--- src/rtl/gray_conv_arbiter.sv ---
// -----------------------------------------------------------------------------
// gray_conv_arbiter
//
// Shares one registered Gray-to-binary converter between NREQ Gray-coded
// sources. A round-robin arbiter picks one pending requester, captures its
// word, converts it and presents the binary result plus the requester index
// on a valid/ready output. There is one word in flight at a time.
//
// Parameters
//   WIDTH : Gray input / binary output width (>= 2)
//   NREQ  : number of requesters (power of two, 2..8)
//   IDW   : requester index width, equal to log2(NREQ)
//
// Ports
//   clk        : rising-edge clock
//   rst        : synchronous active-high reset
//   req_valid  : per-requester "word pending"
//   req_gray   : requester i word at [i*WIDTH +: WIDTH]
//   req_ready  : one-hot accept, only ever asserted in IDLE
//   out_valid  : converted result available
//   out_ready  : downstream accepts the result
//   out_bin    : converted binary value
//   out_id     : index of the requester that supplied the word
//   busy       : a word is in flight (CONVERT or HOLD)
//   conv_count : completed output handshakes, wraps 255 -> 0
//
// State table
//   state    | meaning
//   ---------+-----------------------------------------------------------
//   IDLE     | arbitrating; req_ready offered to the round-robin winner
//   CONVERT  | captured word is converted into the output registers
//   HOLD     | result presented; waits for out_ready
// -----------------------------------------------------------------------------
module gray_conv_arbiter #(
  parameter int WIDTH = 4,
  parameter int NREQ  = 4,
  parameter int IDW   = 2
) (
  input  logic                  clk,
  input  logic                  rst,
  input  logic [NREQ-1:0]       req_valid,
  input  logic [NREQ*WIDTH-1:0] req_gray,
  output logic [NREQ-1:0]       req_ready,
  output logic                  out_valid,
  input  logic                  out_ready,
  output logic [WIDTH-1:0]      out_bin,
  output logic [IDW-1:0]        out_id,
  output logic                  busy,
  output logic [7:0]            conv_count
);

  typedef enum logic [1:0] {
    ST_IDLE    = 2'd0,
    ST_CONVERT = 2'd1,
    ST_HOLD    = 2'd2
  } state_t;

  state_t           state;
  state_t           state_nxt;

  logic [IDW-1:0]   ptr;
  logic [WIDTH-1:0] gray_reg;
  logic [IDW-1:0]   id_reg;

  logic             grant_found;
  logic [IDW-1:0]   grant_id;
  logic [IDW-1:0]   cand;
  logic [WIDTH-1:0] grant_gray;
  logic             hs_in;
  logic             hs_out;

  // MSB passes through; every lower bit is the running XOR of the bits above.
  function automatic logic [WIDTH-1:0] gray2bin(input logic [WIDTH-1:0] g);
    logic [WIDTH-1:0] b;
    b[WIDTH-1] = g[WIDTH-1];
    for (int i = WIDTH - 2; i >= 0; i--) begin
      b[i] = b[i+1] ^ g[i];
    end
    return b;
  endfunction

  // Round-robin search starting at ptr. The index arithmetic wraps for free
  // because NREQ is a power of two and cand is exactly IDW bits wide.
  always_comb begin
    grant_found = 1'b0;
    grant_id    = '0;
    cand        = '0;
    for (int k = 0; k < NREQ; k++) begin
      cand = ptr + k[IDW-1:0];
      if (!grant_found && req_valid[cand]) begin
        grant_found = 1'b1;
        grant_id    = cand;
      end
    end
  end

  always_comb begin
    grant_gray = '0;
    for (int i = 0; i < NREQ; i++) begin
      if (grant_id == i[IDW-1:0]) begin
        grant_gray = req_gray[i*WIDTH +: WIDTH];
      end
    end
  end

  // Next-state and handshake decode. req_ready is combinational and masked by
  // rst so nothing is accepted in a reset cycle.
  always_comb begin
    state_nxt = state;
    req_ready = '0;
    hs_in     = 1'b0;
    hs_out    = 1'b0;
    case (state)
      ST_IDLE: begin
        if (grant_found && !rst) begin
          req_ready[grant_id] = 1'b1;
          hs_in               = 1'b1;
          state_nxt           = ST_CONVERT;
        end
      end
      ST_CONVERT: begin
        state_nxt = ST_HOLD;
      end
      ST_HOLD: begin
        if (out_valid && out_ready) begin
          hs_out    = 1'b1;
          state_nxt = ST_IDLE;
        end
      end
      default: begin
        state_nxt = ST_IDLE;
      end
    endcase
  end

  always_ff @(posedge clk) begin
    if (rst) begin
      state <= ST_IDLE;
    end else begin
      state <= state_nxt;
    end
  end

  always_ff @(posedge clk) begin
    if (rst) begin
      ptr        <= '0;
      gray_reg   <= '0;
      id_reg     <= '0;
      out_valid  <= 1'b0;
      out_bin    <= '0;
      out_id     <= '0;
      conv_count <= '0;
    end else begin
      if (hs_in) begin
        gray_reg <= grant_gray;
        id_reg   <= grant_id;
      end
      if (state == ST_CONVERT) begin
        out_bin   <= gray2bin(gray_reg);
        out_id    <= id_reg;
        out_valid <= 1'b1;
      end
      // Pointer moves past the requester just served, so it drops to the
      // lowest priority for the next grant.
      if (hs_out) begin
        out_valid  <= 1'b0;
        ptr        <= id_reg + 1'b1;
        conv_count <= conv_count + 8'd1;
      end
    end
  end

  assign busy = (state != ST_IDLE);

endmodule

--- config.mk ---
export PLATFORM = sky130hd
export DESIGN_NAME = gray_conv_arbiter
export DESIGN_NICKNAME = d
export VERILOG_FILES = /design/src/rtl/gray_conv_arbiter.sv
export SDC_FILE = /design/constraint.sdc
export NUM_CORES = 1
export LEC_CHECK = 0
export CORE_AREA = 2 2 51 65
export DETAILED_ROUTE_END_ITERATION = 7
export DIE_AREA = 0 0 53 67
export PLACE_DENSITY = 0.83
export SLEW_MARGIN = 20
export SYNTH_ARGS = -nofsm -noshare
export SYNTH_HDL_FRONTEND = slang
export SYNTH_SLANG_ARGS = --single-unit
--- constraint.sdc ---
create_clock -name clk -period 2.8 [get_ports clk]
set_input_delay 0.84 -clock clk [delete_from_list [all_inputs] [get_ports clk]]
set_output_delay 0.84 -clock clk [all_outputs]
set_load 0.03 [all_outputs]
==> results of run 1 <==
[Yosys cell counts, types with 3 or more instances]
library cell | count | area [um^2]
nor2_1 | 23 | 86.3
mux2i_1 | 7 | 70.1
or2_2 | 4 | 25.0
or3_1 | 4 | 25.0
nand2_1 | 11 | 41.3
and2_1 | 4 | 25.0
a21oi_1 | 14 | 70.1
clkbuf_1 | 4 | 15.0
dfxtp_1 | 25 | 500
a211oi_1 | 3 | 22.5
xor2_1 | 5 | 43.8
a31oi_1 | 4 | 25.0
xnor2_1 | 6 | 52.6
nand2b_1 | 4 | 25.0
inv_1 | 4 | 15.0
[metal layers]
metal,routed length [um],track usage,up-vias
li1,-,-,669
met1,1620,0.290,638
met2,2100,0.413,63
met3,196,0.0202,18
met4,231,0.167,0
met5,0,0,-
[stage by stage]
| step | setup slack, ns | TNS [ns] | hold slack (ns) |
|---|---|---|---|
| after CTS | -0.0218 | -0.0461 | 0.472 |
| final | -0.0657 | -0.200 | 0.468 |
| after global routing | -0.0900 | -0.372 | 0.496 |
| after global placement | -0.857 | -2.03 | 0.445 |
| after floorplan | 0.0153 | 0 | 0.453 |
| after detailed placement | -0.880 | -2.20 | 0.455 |
[critical path, cell delays in order]
cell and delay, ns:
buf_6 0.10, buf_6 0.12, a21o_1 0.18, a21oi_2 0.13, o22a_1 0.20, buf_6 0.12
nor3b_2 0.15, buf_4 0.18
[what timing repair did]
| action | in CTS | in global routing |
|---|---|---|
| gates resized for setup | 34 | 14 |
| hold endpoints to repair | 0 | 0 |
| setup endpoints to repair | 4 | 10 |
| setup buffers | 25 | 3 |
| pin swaps | 8 | 6 |
| cloned | 0 | 0 |
[power by group]
group | total, mW | switching, mW | internal [mW]
Clock | 0.156 | 0.102 | 0.0534
Combinational | 0.359 | 0.166 | 0.193
Sequential | 0.400 | 0.0202 | 0.380
Total | 0.915 | 0.289 | 0.626
[cell type report]
| cell class | instances | area (um^2) | share of cell area |
|---|---|---|---|
| Multi-Input combinational cell | 114 | 795 | 0.378 |
| Timing Repair Buffer | 79 | 716 | 0.340 |
| Sequential cell | 25 | 500 | 0.238 |
| Tap cell | 36 | 45.0 | 0.0214 |
| Clock buffer | 3 | 22.5 | 0.0107 |
| Inverter | 5 | 18.8 | 0.00893 |
| Clock inverter | 1 | 5.00 | 0.00238 |
[final timing paths]
kind | start | endpoint | slack, ns
worst max-delay path | req_valid[0] | req_ready[2] | -0.07
worst min-delay path | out_id[1] | out_id[1] | 0.47
worst max register to register | state[1] | id_reg[1] | 0.24
worst min register to register | out_id[1] | out_id[1] | 0.47
[cells by family (layout without fill, tap and decap cells)]
family | Yosys count | in the layout
adder cells (fa/ha/maj) | 1 | 1
XOR/XNOR | 11 | 11
AND/OR/NAND/NOR | 65 | 65
flip-flops | 25 | 25
buffers and inverters | 11 | 88
AO/OA/AOI/OAI | 29 | 29
multiplexers | 8 | 8
==> impl_metrics.yaml, run 1 <==
synthesis:
  synth_fa_ha_area_frac: 0.0100
  async_flop_share: 0
  ys.warnings.count: 0
  synth-seq-cells: 25
  synth-xor-area-share: 0.0773
  synth_simple_gate_area_frac: 0.267
  synth.area.mux_share: 0.0653
  avgSynthCellArea_um2: 8.31
  syn_area_mm2: 0.00125
  synth_cells: 150
  synth_nets: 174
  yosysSeqAreaShare: 0.402
  yosysUniqueCellTypes: 37
  synth_compound_area_frac: 0.144
  synth-edff-count: 0
  synth-main-ff-cell: "dfxtp_1"
  synth_top_family_by_area: "simple AND/OR/NAND/NOR gates"
clocking:
  clkSinkCount: 25
  tritoncts: "built"
  cts_buffers: 3
  clk_pin_slew_ns: 0.13
  clockBufferDepth: 2
  cts-htree-levels: 1
  root_buffer: "clkbuf_4"
  holdBufCountCts: 0
  clk_latency_ns: 0.31
placement:
  port_buffers: 42
  placedInstanceArea_mm2: 0.00180
  placedCellCount: 236
  hpwl_mm: 2.25
  globalplace.congestion: 0.773
die:
  dieArea_mm2: 0.00355
  io_pins: 43
  start_util: 0.431
  fp.dieH_um: 67
  rows: 22
  dieWidth_um: 53
  core_area_mm2: 0.00289
route:
  wl_mm: 4.15
  route.detailed.drc: 0
  wl_per_cell_um: 15.8
  drt_iter0_drc: 35
  ant_nets: 0
  dr_total_vias: 1388
  routed_via_density: 5.28
  drtPass1Iterations: 6
cells_and_area:
  fin_cells: 263
  layout_common_cells: "clkdlybuf4s50_1, buf_4, dfxtp_1"
  fillerInstances: 206
  largest_register_ff_count: 8
  fin_nets: 252
  stdcell_area_mm2: 0.00210
  fin_util: 0.727
  area_growth_pct: 68.7
  num_antenna_cells: 0
  drive_above_1_share: 0.313
timing:
  relSlewSlack: 0.614
  skew_ns: 0.00549
  rsz0062_at_grt: "true"
  worst_slack_ns: -0.0657
  hold_viol_final: 0
  period_needed_ns: 2.87
  max_freq_ghz: 0.349
  fin_crit_sh: 1.02
  setup_viol: 4
  worstMarginPinSlew_ns: 0.578
  maxSlewViolCount: 0
status:
  violations: "negative setup slack"
  status: "finished with violations"
hold_path:
  hp-class: "reg2reg"
  holdPathStages: 2
worst_setup_path:
  required_ns: 1.96
  worst_setup_path_start_kind: "primary input"
  crit_arrival_ns: 2.03
  endpoint_kind: "output pin"
  crit_fanout: 7
  crit_type: "in2out"
  rr_worst_depth: 16
power_and_ir_drop:
  totalPowerFinal_mw: 0.915
  cellPowerDensity_mw_per_mm2: 435
  ir_drop_mv: 0.266
  leakage_nw: 0.842
job:
  cap_violations: 0
global_route:
  track_usage: 0.246
  overflow: 0
  antenna_found_initial: 0
  grt_pass1_vias: 1424
  grt_max_degree: 22
  grt_pass1_wl_mm: 6.43
(Power assumes the default switching activity.)
==> inputs of run 2 (changes only) <==
Settings changed: PLACE_DENSITY 0.83 to 0.85.
==> impl_metrics.yaml, run 2 (same netlist as run 1, synthesis figures left out) <==
timing:
  worst_slack_ns: -0.0822
  rsz0062_at_grt: "true"
  skew_ns: 0.00818
  maxSlewViolCount: 0
  tns_ns: -0.259
  period_needed_ns: 2.88
  max_freq_ghz: 0.347
  worstMarginPinSlew_ns: 0.524
  hold_viol_final: 0
  relSlewSlack: 0.650
  fin_crit_sh: 1.03
  whs_ns: 0.468
  setup_viol: 4
route:
  drt_iter0_drc: 19
  wl_mm: 3.57
  route.met2.wl_mm: 1.89
  dr_total_vias: 1325
  ant_nets: 0
  wl_met1_mm: 1.36
  dr_wl_met3_um: 163
  routed_via_density: 5.20
  wl_per_cell_um: 14.0
  top_layer_used: "met4"
  drtPass1Iterations: 4
  route.detailed.drc: 0
die:
  fp.dieH_um: 67
  dieArea_mm2: 0.00355
  core_area_mm2: 0.00289
  start_util: 0.431
  io_pins: 43
  dieWidth_um: 53
  rows: 22
cells_and_area:
  largest_register_ff_count: 8
  fin_cells: 255
  area_growth_pct: 59.3
  fin_nets: 244
  fillerInstances: 227
  fin_util: 0.687
  num_antenna_cells: 0
  final_common_cell: "clkdlybuf4s50_1"
  stdcell_area_mm2: 0.00199
  drive_above_1_share: 0.265
  layout_common_cells: "clkdlybuf4s50_1, buf_4, dfxtp_1"
status:
  violations: "negative setup slack"
  status: "finished with violations"
placement:
  globalplace.congestion: 0.805
  placedCellCount: 237
  placedInstanceArea_mm2: 0.00181
  hpwl_mm: 2.33
  dp_worst_setup_slack_ns: -0.896
  port_buffers: 42
clocking:
  clk_pin_slew_ns: 0.14
  clkSinkCount: 25
  clockBufferDepth: 2
  cts_buffers: 3
  clk_latency_ns: 0.33
  root_buffer: "clkbuf_4"
  tritoncts: "built"
  cts-htree-levels: 1
  holdBufCountCts: 0
power_and_ir_drop:
  leakage_nw: 0.788
  cellPowerDensity_mw_per_mm2: 439
  totalPowerFinal_mw: 0.871
  ir_drop_mv: 0.275
global_route:
  grt_max_degree: 22
  antenna_found_initial: 0
  overflow: 0
  track_usage: 0.223
  grt_pass1_vias: 1367
  grt_pass1_wl_mm: 5.82
worst_setup_path:
  rr_worst_depth: 16
  crit_fanout: 2
  crit_arrival_ns: 2.04
  endpoint_kind: "output pin"
  worst_setup_path_start_kind: "primary input"
  crit_type: "in2out"
  required_ns: 1.96
hold_path:
  hp-class: "reg2reg"
  holdPathStages: 2
job:
  cap_violations: 0
-- run 2: layer usage --
layer	track usage	vias up
met5	0	-
met4	0.147	0
met3	0.0247	15
met2	0.406	51
met1	0.232	603
li1	-	656
-- run 2: worst max-delay path: stages --
cell     delay (ns)
buf_6          0.09
or4_4          0.56
nand2_4        0.08
or2_4          0.13
inv_2          0.04
and3_4         0.17
buf_6          0.13
-- run 2: final timing paths --
check	start	to	slack (ns)
worst max-delay path	req_valid[0]	req_ready[3]	-0.08
worst min-delay path	out_id[0]	out_id[0]	0.47
worst min register to register	out_id[0]	out_id[0]	0.47
worst max register to register	state[1]	id_reg[1]	0.27
-- run 2: repair_timing --
action,in CTS,in global routing
resized for setup,35,4
setup buffers,17,0
setup endpoints to repair,4,6
cloned,0,0
pin swaps,6,4
hold endpoints to repair,0,0
-- run 2: report_power, final --
group,internal [mW],switching [mW]
Sequential,0.380,0.0181
Combinational,0.167,0.143
Clock,0.0548,0.109
Total,0.601,0.270
-- run 2: layout make-up --
cell class / count / area, um^2 / share of cell area
clock inverter: 1 / 7.51 / 0.00378
tap: 36 / 45.0 / 0.0227
inverter: 5 / 18.8 / 0.00945
clock buffer: 3 / 22.5 / 0.0113
sequential: 25 / 500 / 0.252
timing repair buffer: 71 / 646 / 0.325
multi-input combinational: 114 / 746 / 0.376
==> inputs of run 3 (changes only) <==
Settings changed: SETUP_SLACK_MARGIN from default to 0.2.
==> impl_metrics.yaml, run 3 (same netlist as run 1, synthesis figures left out) <==
status:
  status: "finished with violations"
  violations: "negative setup slack"
timing:
  max_freq_ghz: 0.349
  fin_crit_sh: 1.02
  worstMarginPinSlew_ns: 0.545
  period_needed_ns: 2.87
  skew_ns: 0.00673
  worst_slack_ns: -0.0676
  maxSlewViolCount: 0
  hold_viol_final: 0
  relSlewSlack: 0.636
  rsz0062_at_grt: "true"
  setup_viol: 4
route:
  wl_per_cell_um: 12.9
  ant_nets: 0
  wl_mm: 3.16
  route.detailed.drc: 0
  drt_iter0_drc: 29
  dr_total_vias: 1273
  drtPass1Iterations: 4
  routed_via_density: 5.20
die:
  start_util: 0.431
  dieArea_mm2: 0.00355
  fp.dieH_um: 67
  core_area_mm2: 0.00289
  rows: 22
  io_pins: 43
  dieWidth_um: 53
hold_path:
  hp-class: "reg2reg"
  holdPathStages: 2
  hold_start: "out_bin[1]"
  hold_end: "out_bin[1]"
power_and_ir_drop:
  p_switching_mw: 0.254
  ir_drop_mv: 0.223
  swShare: 0.309
  combPwrFrac: 0.320
  totalPowerFinal_mw: 0.824
  leakage_nw: 0.748
  cellPowerDensity_mw_per_mm2: 429
  internal_power_mw: 0.569
  clkPwrFrac: 0.196
  p_seq_frac: 0.484
global_route:
  track_usage: 0.193
  grt_max_degree: 22
  antenna_found_initial: 0
  grt_pass1_wl_mm: 5.18
  grt_pass1_vias: 1243
  overflow: 0
cells_and_area:
  area_growth_pct: 54.0
  num_antenna_cells: 0
  multi_input_area_um2: 759
  seqCellArea_um2: 500
  fillerInstances: 230
  largest_register_ff_count: 8
  fin_nets: 234
  layout_common_cells: "clkdlybuf4s50_1, dfxtp_1, nor2_1"
  drive_above_1_share: 0.249
  final_common_cell: "clkdlybuf4s50_1"
worst_setup_path:
  worstPathCellList: "buf_6, or4_4, nand2_4, or2_4, inv_4, and3_4, buf_6"
  worst_setup_path_start_kind: "primary input"
  rr_startpoint: "ptr[1]"
  crit_arrival_ns: 2.03
  cp_common_cell: "buf_6"
  r2r_slack_ns: 1.16
  cpPeakStageDelay_ns: 0.55
  required_ns: 1.96
  critPathTopFamily: "simple AND/OR/NAND/NOR gates"
  timing.rr.end: "gray_reg[3]"
  cp_num_buf_inv: 3
  crit_path_top_delay_cell: "or4_4"
  crit_fanout: 2
  endpoint_kind: "output pin"
  rr_worst_depth: 6
  crit_type: "in2out"
clocking:
  clockBufferDepth: 2
  cts-htree-levels: 1
  clkSinkCount: 25
  root_buffer: "clkbuf_4"
  holdBufCountCts: 0
  clk_pin_slew_ns: 0.13
  clk_latency_ns: 0.32
  tritoncts: "built"
  cts_buffers: 3
placement:
  hpwl_mm: 2.35
  globalplace.congestion: 0.794
  port_buffers: 42
  dp_worst_setup_slack_ns: -0.462
job:
  cap_violations: 0
## run 3: layout make-up
| type | count | area share |
|---|---|---|
| Clock buffer | 3 | 0.0117 |
| Inverter | 5 | 0.0111 |
| Tap cell | 36 | 0.0235 |
| Timing Repair Buffer | 61 | 0.293 |
| Sequential cell | 25 | 0.261 |
| Multi-Input combinational cell | 114 | 0.396 |
| Clock inverter | 1 | 0.00391 |
## run 3: repair_timing
action | in CTS | in global routing
setup endpoints to repair | 4 | 5
setup buffers | 3 | 2
resized for setup | 25 | 7
pin swaps | 5 | 5
gates cloned | 0 | 0
endpoints found under the hold margin | 0 | 0
## run 3: worst max-delay path by stage
stage	start	endpoint	slack, ns	cells past startpoint
after floorplan	req_valid[2]	req_ready[3]	0.08	5
after global placement	req_valid[2]	req_ready[3]	-0.41	7
after detailed placement	req_valid[2]	req_ready[3]	-0.46	7
after CTS	req_valid[3]	req_ready[3]	-0.06	7
after global routing	req_valid[3]	req_ready[3]	-0.09	7
final	req_valid[3]	req_ready[3]	-0.07	7
## run 3: power by group through the flow
stage               sequential (mW)  clock [mW]  combinational, mW
finish                        0.399       0.161              0.264
global route                  0.403       0.175              0.284
CTS                           0.398       0.164              0.252
detailed placement            0.406           0              0.241
global placement              0.404           0              0.234
floorplan                     0.421           0              0.122
## run 3: worst min-delay path: stages, from the launching register on
cell and delay (ns):
dfxtp_1 0.33, nand2_1 0.05, a21oi_1 0.05
## run 3: routing by layer
layer  part of all wire  GRT usage  vias up
met5                  0          0        -
met4              0.024     0.0897        0
met3              0.050     0.0202        8
met2               0.53      0.361       44
met1               0.40      0.211      588
li1                   -          -      633
## run 3: through the flow
step	setup TNS, ns	utilization	hold slack (ns)	instance area, um^2	std cells
final	-0.199	0.664	0.468	1920	245
after global placement	-1.56	0.627	0.445	1810	236
after global routing	-0.309	0.664	0.487	1920	245
after detailed placement	-1.73	0.627	0.449	1810	236
after CTS	-0.159	0.650	0.467	1880	243
after floorplan	0	-	0.453	1280	150
